--- config.mk ---
export PLATFORM = sky130hd
export DESIGN_NAME = lsu_align
export DESIGN_NICKNAME = d
export VERILOG_FILES = /design/src/rtl/lsu_align.sv
export SDC_FILE = /design/constraint.sdc
export NUM_CORES = 1
export LEC_CHECK = 0
export CAP_MARGIN = 5
export CORE_UTILIZATION = 44
export DETAILED_ROUTE_END_ITERATION = 16
export GPL_TIMING_DRIVEN = 0
export HOLD_SLACK_MARGIN = 0.02
export PLACE_DENSITY = 0.83
export SLEW_MARGIN = 20
export SYNTH_ARGS = -nofsm -noshare
export SYNTH_HDL_FRONTEND = slang
export SYNTH_SLANG_ARGS = --single-unit
--- constraint.sdc ---
create_clock -name clk -period 5.2 [get_ports clk]
set_input_delay 0.52 -clock clk [delete_from_list [all_inputs] [get_ports clk]]
set_output_delay 0.52 -clock clk [all_outputs]
set_load 0.05 [all_outputs]
--- src/rtl/lsu_align.sv ---
// Alignment and sign-extension stage in front of the lsu: splits misaligned
// accesses into two word-aligned transactions and merges/extends load data.
module lsu_align (
  input  logic        clk,
  input  logic        rst_i,
  input  logic        req_i,
  input  logic        store_i,
  input  logic [2:0]  op_i,
  input  logic [31:0] addr_i,
  input  logic [31:0] wdata_i,
  output logic        ready_o,
  output logic        done_o,
  output logic        err_o,
  output logic [31:0] rdata_o,
  output logic        lsu_read_o,
  output logic        lsu_write_o,
  output logic [3:0]  lsu_we_o,
  output logic [31:0] lsu_addr_o,
  output logic [31:0] lsu_data_o,
  input  logic [31:0] lsu_data_i,
  input  logic        lsu_valid_i
);

  localparam int unsigned DW = 32;

  localparam logic [2:0] S_IDLE = 3'd0;
  localparam logic [2:0] S_ACC0 = 3'd1;
  localparam logic [2:0] S_GAP  = 3'd2;
  localparam logic [2:0] S_ACC1 = 3'd3;
  localparam logic [2:0] S_RESP = 3'd4;

  logic [2:0]    state_q, state_d;
  logic          store_q, store_d;
  logic [2:0]    op_q, op_d;
  logic [DW-1:0] addr_q, addr_d;
  logic [DW-1:0] wdata_q, wdata_d;
  logic          err_q, err_d;
  logic [DW-1:0] merge_q, merge_d;
  logic [DW-1:0] rdata_q, rdata_d;

  logic [1:0]    offs;
  logic [3:0]    mask;
  logic [3:0]    nbytes;
  logic          misaligned;
  logic [7:0]    lanes;
  logic [4:0]    sh0, sh1;
  logic [DW-1:0] word0, word1;
  logic          in_acc0, in_acc1, in_acc;
  logic          legal_in;
  logic [DW-1:0] merged_c, ext_c;

  // Access geometry of the captured request
  always_comb begin
    offs = addr_q[1:0];
    case (op_q[1:0])
      2'b00:   begin mask = 4'b0001; nbytes = 4'd1; end
      2'b01:   begin mask = 4'b0011; nbytes = 4'd2; end
      default: begin mask = 4'b1111; nbytes = 4'd4; end
    endcase
    misaligned = (4'({2'b00, offs}) + nbytes) > 4'd4;
    lanes      = 8'({4'b0000, mask} << offs);
    sh0        = {offs, 3'b000};
    sh1        = 5'(6'd32 - {1'b0, offs, 3'b000});
    word0      = {addr_q[31:2], 2'b00};
    word1      = word0 + 32'd4;
  end

  assign in_acc0 = (state_q == S_ACC0);
  assign in_acc1 = (state_q == S_ACC1);
  assign in_acc  = in_acc0 | in_acc1;

  // Outputs decode from registered state only; IDLE/GAP/RESP drive zeros
  assign ready_o     = (state_q == S_IDLE);
  assign done_o      = (state_q == S_RESP);
  assign err_o       = (state_q == S_RESP) & err_q;
  assign rdata_o     = rdata_q;
  assign lsu_read_o  = in_acc & ~store_q;
  assign lsu_write_o = in_acc & store_q;
  assign lsu_we_o    = in_acc0 ? lanes[3:0] : (in_acc1 ? lanes[7:4] : 4'b0000);
  assign lsu_addr_o  = in_acc0 ? word0 : (in_acc1 ? word1 : '0);
  assign lsu_data_o  = in_acc0 ? (wdata_q << sh0) : (in_acc1 ? (wdata_q >> sh1) : '0);

  assign legal_in = store_i ? (op_i <= 3'b010) : !((op_i == 3'b011) || (op_i[2:1] == 2'b11));

  // Load data merge and size/sign extension
  always_comb begin
    merged_c = in_acc1 ? (merge_q | (lsu_data_i << sh1)) : (lsu_data_i >> sh0);
    case (op_q[1:0])
      2'b00:   ext_c = {{24{~op_q[2] & merged_c[7]}}, merged_c[7:0]};
      2'b01:   ext_c = {{16{~op_q[2] & merged_c[15]}}, merged_c[15:0]};
      default: ext_c = merged_c;
    endcase
  end

  always_comb begin
    state_d = state_q;
    store_d = store_q;
    op_d    = op_q;
    addr_d  = addr_q;
    wdata_d = wdata_q;
    err_d   = err_q;
    merge_d = merge_q;
    rdata_d = rdata_q;
    case (state_q)
      S_IDLE: begin
        if (req_i) begin
          store_d = store_i;
          op_d    = op_i;
          addr_d  = addr_i;
          wdata_d = wdata_i;
          err_d   = ~legal_in;
          state_d = legal_in ? S_ACC0 : S_RESP;
        end
      end
      S_ACC0: begin
        if (lsu_valid_i) begin
          merge_d = merged_c;
          if (misaligned) begin
            state_d = S_GAP;
          end else begin
            state_d = S_RESP;
            if (!store_q) rdata_d = ext_c;
          end
        end
      end
      S_GAP:  state_d = S_ACC1;
      S_ACC1: begin
        if (lsu_valid_i) begin
          state_d = S_RESP;
          if (!store_q) rdata_d = ext_c;
        end
      end
      S_RESP:  state_d = S_IDLE;
      default: state_d = S_IDLE;
    endcase
  end

  always_ff @(posedge clk or posedge rst_i) begin
    if (rst_i) begin
      state_q <= S_IDLE;
      store_q <= 1'b0;
      op_q    <= 3'b000;
      addr_q  <= '0;
      wdata_q <= '0;
      err_q   <= 1'b0;
      merge_q <= '0;
      rdata_q <= '0;
    end else begin
      state_q <= state_d;
      store_q <= store_d;
      op_q    <= op_d;
      addr_q  <= addr_d;
      wdata_q <= wdata_d;
      err_q   <= err_d;
      merge_q <= merge_d;
      rdata_q <= rdata_d;
    end
  end

endmodule

==> results.md, run 1 <==
* DR vias/cell at 6.08
* Pwr Total at 8.74 mW
* Vias in the first global route at 8,287
* Overflow after GRT at 0
* CTS tree: yes
* Critical path endpoint category: output pin
* Gr usage total at 30.4%
* WP buf/inv at 8
* Final Setup Violations at 0
* Global-route wire length before repair at 46,400 µm
* ANT nets after route at 0
* Die area at 0.0201 mm²
* # hold bufs at CTS at 0
* P_leak at 4.77 nW
* Slowest-stage cell, CP: clkdlybuf4s50_1
* Count leader, synth: dfrtp_1
* # clock sinks at 136
* Synth unique cells at 60
* Die W at 142 µm
* Top cells by area, synth: dfrtp_1 40%, mux2i_1 9.1%, mux2_1 5.9%, nand2_1 4.1%, nor2_1 3.7%
* Sequential fraction of the synthesis area at 39.6%
* Startpoint type of the worst setup path: register
* Via count at 8,680
* Initial antenna violation count at 0
* Cell repeated most along the worst path: buf_2
* CP Data Required Time at 4.68 ns
* H-Tree Depth at 4
* Postcts setup bufs at 0
* Synthesized area per cell at 9.23 µm²
* Yosys top cell area share at 39.6%
* CP cell instances: buf_2, buf_2, inv_2, buf_2, ha_1, clkbuf_1, buf_2, buf_2, mux2i_1, nand2_1, a32o_1, clkdlybuf4s50_1
* Clock tree buffer depth at 2
* Largest net degree at the start of global routing at 87
* P&R area growth vs syn at 35.3%
* Final Slew Violations at 0
* Post-synth EDFFs at 0
* Final #Nets at 1,266
* Fin crit share at 96.1%
* Cell Pwr Density at 752 mW/mm²
* Largest delay share family, worst path: buffers and inverters
* Post-Route WL at 30,000 µm
* Max Cap Violations at 0
* Reg clk slew, reported paths at 0.06 ns
* Initial Utilization at 45.5%
* GPL Wtd Cong at 0.969
* Layout cells sized above 1 at 8.83%
* Fillers at 1,583
* First-pass DRT Iterations at 5
* Commonest cells post-synth: 136 x dfrtp_1, 93 x nand2_1, 85 x nor2_1, 78 x mux2i_1, 57 x a21oi_1
* Slowest cell delay on critical path at 0.71 ns
* Max Clock Freq at 200 MHz
* Ports at 209
* Core Box Area at 0.0189 mm²
* Later-pin clock latency in the skew report at 0.43 ns
* Status: finished clean
* YS warnings at 0
* Die Y at 142 µm
* CP arrival at 4.48 ns
* Worst clock skew at 0.0119 ns
* Fin Hold WS at 0.480 ns
* Area leader, netlist: dfrtp_1
* Root buf cell: clkbuf_16
* Row cnt at 50
* RSZ-0062 raised after global routing: false
* DRC Markers at 0
* Register area at 0.00340 mm²
* Final Hold Vio Count at 0
* Post-DP HPWL at 21,700 µm
* Minimum clock period at 5.00 ns
* Slew @ Worst Pin at 0.920 ns
* CP Class: reg2out
* Reg-to-reg slack, setup at 1.50 ns
* DR iter-0 viols at 964
* Port bufs at 206
* Top FF cell, synth: dfrtp_1
* Cell area after synthesis at 0.00859 mm²
* Worst Path Max Fanout at 17
* Post-synth ARST share at 100%
* Max VDD drop at 0.000494 V
* Rel. slew slack at 38.4%
* Number of diodes at 0
* CTS Buf Count at 17
* Area occupied by multi-input gates at 0.00477 mm²
* DR WL/cell at 21.0 µm
* Tightest Hold Check Type: in2async
* Synth Instances at 931
* Number of synthesized register bits at 136
[cell type report]
type / count / area share (%)
Multi-Input combinational cell: 696 / 41.0
Sequential cell: 136 / 29.3
Timing Repair Buffer: 207 / 17.9
Clock buffer: 22 / 3.99
Buffer: 72 / 2.84
Tap cell: 260 / 2.80
Clock inverter: 8 / 1.26
Inverter: 26 / 0.904
[worst reg2reg max path: stages, from the launching register on]
cell       delay (ns)
dfrtp_1          0.36
buf_2            0.18
nor2_1           0.64
ha_1             0.33
fa_1             0.42
nand2b_1         0.15
a2bb2oi_1        0.32
o211ai_1         0.42
clkbuf_1         0.36
a221o_1          0.41
[cells in the final DEF, fill, tap and decap left out, drive strengths merged, types with 4 or more instances in the layout]
cell           instances
buf                   41
nor3                  30
dlygate4sd2            5
o21ai                 60
o21a                   9
ha                     5
a21oi                 58
o311ai                 4
a31oi                 11
nand3                 11
o32ai                  5
a21o                   5
and4                   4
o211ai                 8
mux2i                 78
bufinv                 4
mux2                  70
nand2b                 8
nor2b                  6
nand2                 93
and3                   6
a221oi                 5
a311oi                 9
nor4                   7
clkinv                 4
xnor2                 18
a211oi                16
a221o                 11
clkbuf                54
xor2                   7
nand4                  8
inv                   25
dfrtp                136
clkdlybuf4s50        201
and2                   6
o22ai                 16
a32o                  16
nor2                  85
[routing by layer]
layer / vias to the layer above / GRT usage [%] / share of wire [%]
li1: 3844 / - / -
met1: 4183 / 40.8 / 42
met2: 568 / 46.7 / 45
met3: 85 / 6.75 / 9.5
met4: 0 / 14.1 / 3.9
met5: - / 0 / 0
[registers in the layout, summed over array words and instances, names as in the netlist]
register / cells
err_q: 1
op_q: 3
merge_q: 32
addr_q: 32
wdata_q: 32
rdata_o: 32
store_q: 1
state_q: 3
[repair_timing]
| action | CTS | global route |
|---|---|---|
| setup endpoints to repair | 24 | 20 |
| gates resized for setup | 8 | 1 |
| pin swaps | 0 | 0 |
[metrics by stage]
| stage | TNS [ns] | utilization (%) | setup WS (ns) | std cells | instance area (µm²) |
|---|---|---|---|---|---|
| detailed placement | 0 | 58.3 | 0.0150 | 1399 | 11000 |
| floorplan | 0 | - | 1.04 | 932 | 8600 |
| CTS | 0 | 61.5 | 0.00122 | 1428 | 11600 |
| finish | 0 | 61.5 | 0.202 | 1427 | 11600 |
| global route | 0 | 61.5 | 0.0141 | 1427 | 11600 |
| global placement | -128.01 | 58.1 | -0.949 | 1398 | 11000 |
[power by group]
group	internal, mW	switching [mW]	leakage (nW)	total [mW]
logic	1.91	3.48	2.83	5.39
registers	1.57	0.489	1.64	2.06
clock network	0.821	0.465	0.296	1.29
[worst paths after layout]
check                            from       endpoint  depth (start not counted)
setup / recovery            addr_q[0]  lsu_data_o[6]                         12
hold / removal                  rst_i     rdata_o[4]                          2
setup reg to reg              op_q[1]    rdata_o[26]                          9
hold reg to reg            rdata_o[5]     rdata_o[5]                          2
max in group asynchronous       rst_i     addr_q[15]                          3
min in group clk           rdata_o[5]     rdata_o[5]                          2
[cell families (layout without fill, tap and decap cells)]
logic type | Yosys count | after routing | share of synthesized area [%]
AOI/OAI and AO/OA | 241 | 241 | 18.5
xor gates and xnor gates | 25 | 25 | 2.55
adders and majority gates | 6 | 6 | 0.961
buffers and inverters | 100 | 335 | 5.02
DFF | 136 | 136 | 39.6
muxes | 149 | 149 | 18.5
other | 1 | 2 | 0.0436
and+or+nand+nor | 273 | 273 | 14.8
Power figures use the tool's default switching activity.
==> inputs of run 2 (changes only) <==
--- a/config.mk
+++ b/config.mk
@@ -10,7 +10,7 @@
 export DETAILED_ROUTE_END_ITERATION = 16
 export GPL_TIMING_DRIVEN = 0
 export HOLD_SLACK_MARGIN = 0.02
-export PLACE_DENSITY = 0.83
+export PLACE_DENSITY = 0.72
 export SLEW_MARGIN = 20
 export SYNTH_ARGS = -nofsm -noshare
 export SYNTH_HDL_FRONTEND = slang
==> run 2 against run 1 <==
Against the previous run: design area down 0.25%; total power decreased by 1.2%; via count is 2.0% lower; clock power decreased by 5%; first-iteration DRC count fell by 12%; critical path type unchanged; critical endpoint is now lsu_data_o[13].
==> results.md, run 2 (synthesized netlist as in run 1, its figures left out) <==
* Status: finished clean
* Placement Setup Slack at -0.100 ns
* Max VDD drop at 0.000472 V
* Placed Instance Area at 0.0110 mm²
* Setup TNS at 0 ns
* P&R area growth vs syn at 34.9%
* Worst Path Max Fanout at 17
* Number of diodes at 0
* # hold bufs at CTS at 0
* Sequential Power Share at 23.8%
* ANT nets after route at 0
* CP Class: reg2out
* Worst clock skew at 0.00948 ns
* Post-Route WL at 29,800 µm
* Post-DP HPWL at 21,700 µm
* Non-Filler Instances at 1,429
* Final Hold Vio Count at 0
* Slew @ Worst Pin at 0.880 ns
* Global-route wire length before repair at 45,900 µm
* DR vias/cell at 5.95
* Layout cells sized above 1 at 9.15%
* Reg clk slew, reported paths at 0.06 ns
* Max Clock Freq at 199 MHz
* Max Cap Violations at 0
* Initial antenna violation count at 0
* Power share of the combinational group at 62.0%
* Clock tree buffer depth at 2
* Row cnt at 50
* Dpl cells at 1,399
* Die area at 0.0201 mm²
* Later-pin clock latency in the skew report at 0.43 ns
* Final #Nets at 1,266
* CTS tree: yes
* Fin crit share at 96.6%
* GPL Wtd Cong at 0.935
* Postcts setup bufs at 0
* Final Slew Violations at 0
* Slowest-stage cell, CP: clkdlybuf4s50_1
* WP buf/inv at 8
* Cell Pwr Density at 745 mW/mm²
* Largest net degree at the start of global routing at 81
* Minimum clock period at 5.03 ns
* DR iter-0 viols at 849
* CP cell instances: buf_2, buf_2, inv_2, buf_2, ha_1, clkbuf_1, buf_2, clkbuf_4, mux2i_1, nor2_1, a21oi_1, o22ai_1, clkdlybuf4s50_1
* Root buf cell: clkbuf_16
* CTS Buf Count at 17
* Final Setup Violations at 0
* DR WL/cell at 20.9 µm
* Internal power at 4.19 mW
* CP arrival at 4.51 ns
* Core Box Area at 0.0189 mm²
* Pwr Total at 8.63 mW
* Clk network pwr share at 14.1%
* Worst setup margin at 0.175 ns
* Cell repeated most along the worst path: buf_2
* Die Y at 142 µm
* Critical path endpoint category: output pin
* H-Tree Depth at 4
* CP Data Required Time at 4.68 ns
* Tightest Hold Check Type: reg2reg
* Design Area, Final at 0.0116 mm²
* Most frequent cells in the layout: 199 x clkdlybuf4s50_1, 136 x dfrtp_1, 93 x nand2_1, 83 x nor2_1, 78 x mux2i_1
* Via count at 8,503
* Port bufs at 206
* Commonest non-fill, non-tap cell in the layout: clkdlybuf4s50_1
* # clock sinks at 136
* Switching share of power at 51.5%
* Slowest cell delay on critical path at 0.86 ns
* DRC Markers at 0
* Rel. slew slack at 41.0%
* Gr usage total at 30.1%
* P_leak at 4.75 nW
* Switch Pwr at 4.44 mW
* Vias in the first global route at 8,096
* Initial Utilization at 45.5%
* Largest delay share family, worst path: buffers and inverters
* RSZ-0062 raised after global routing: false
* First-pass DRT Iterations at 6
* Overflow after GRT at 0
* Ports at 209
* Die W at 142 µm
* Startpoint type of the worst setup path: register
* Layout Utilization at 61.4%
* Fin Hold WS at 0.483 ns
-- run 2: final timing paths --
| check | startpoint | endpoint | slack, ns | cells after the start |
|---|---|---|---|---|
| setup / recovery | addr_q[0] | lsu_data_o[13] | 0.17 | 13 |
| hold / removal | merge_q[5] | merge_q[5] | 0.48 | 2 |
| setup reg to reg | addr_q[0] | rdata_o[29] | 1.42 | 12 |
| hold reg to reg | merge_q[5] | merge_q[5] | 0.48 | 2 |
| max in group asynchronous | rst_i | merge_q[25] | 3.93 | 3 |
| min in group asynchronous | rst_i | rdata_o[3] | 0.49 | 2 |
-- run 2: what timing repair did --
item,in CTS,in global routing
gates cloned,0,0
endpoints found under the setup margin,24,8
gates resized for setup,10,2
-- run 2: power groups by stage --
stage / sequential [mW] / clock (mW) / combinational, mW
after floorplan: 2.33 / 0 / 3.33
after global routing: 2.13 / 1.28 / 5.68
after CTS: 2.05 / 1.22 / 5.30
after detailed placement: 2.06 / 0 / 5.29
after global placement: 2.04 / 0 / 5.24
final: 2.06 / 1.22 / 5.36
-- run 2: worst min-delay path: stages (launching register included) --
cell and delay [ns]:
dfrtp_1 0.34, nand2_1 0.05, o21ai_0 0.06
-- run 2: cell type report --
class	instances	area, µm²
fillers	1685	7300
inverters	26	105
repair buffers	207	2080
plain buffers	72	333
clock buffers	18	429
clock inverters	14	153
flip-flops and latches	136	3400
well taps	260	325
multi-input cells	696	4770
-- run 2: routing by layer --
metal | vias to the layer above | share of wire [%] | wire length, µm | GRT usage [%]
met3 | 65 | 8.4 | 2520 | 5.64
met2 | 482 | 45 | 13500 | 46.2
li1 | 3847 | - | - | -
met4 | 0 | 3.0 | 894 | 11.1
met1 | 4109 | 43 | 12900 | 42.1
met5 | - | 0 | 0 | 0
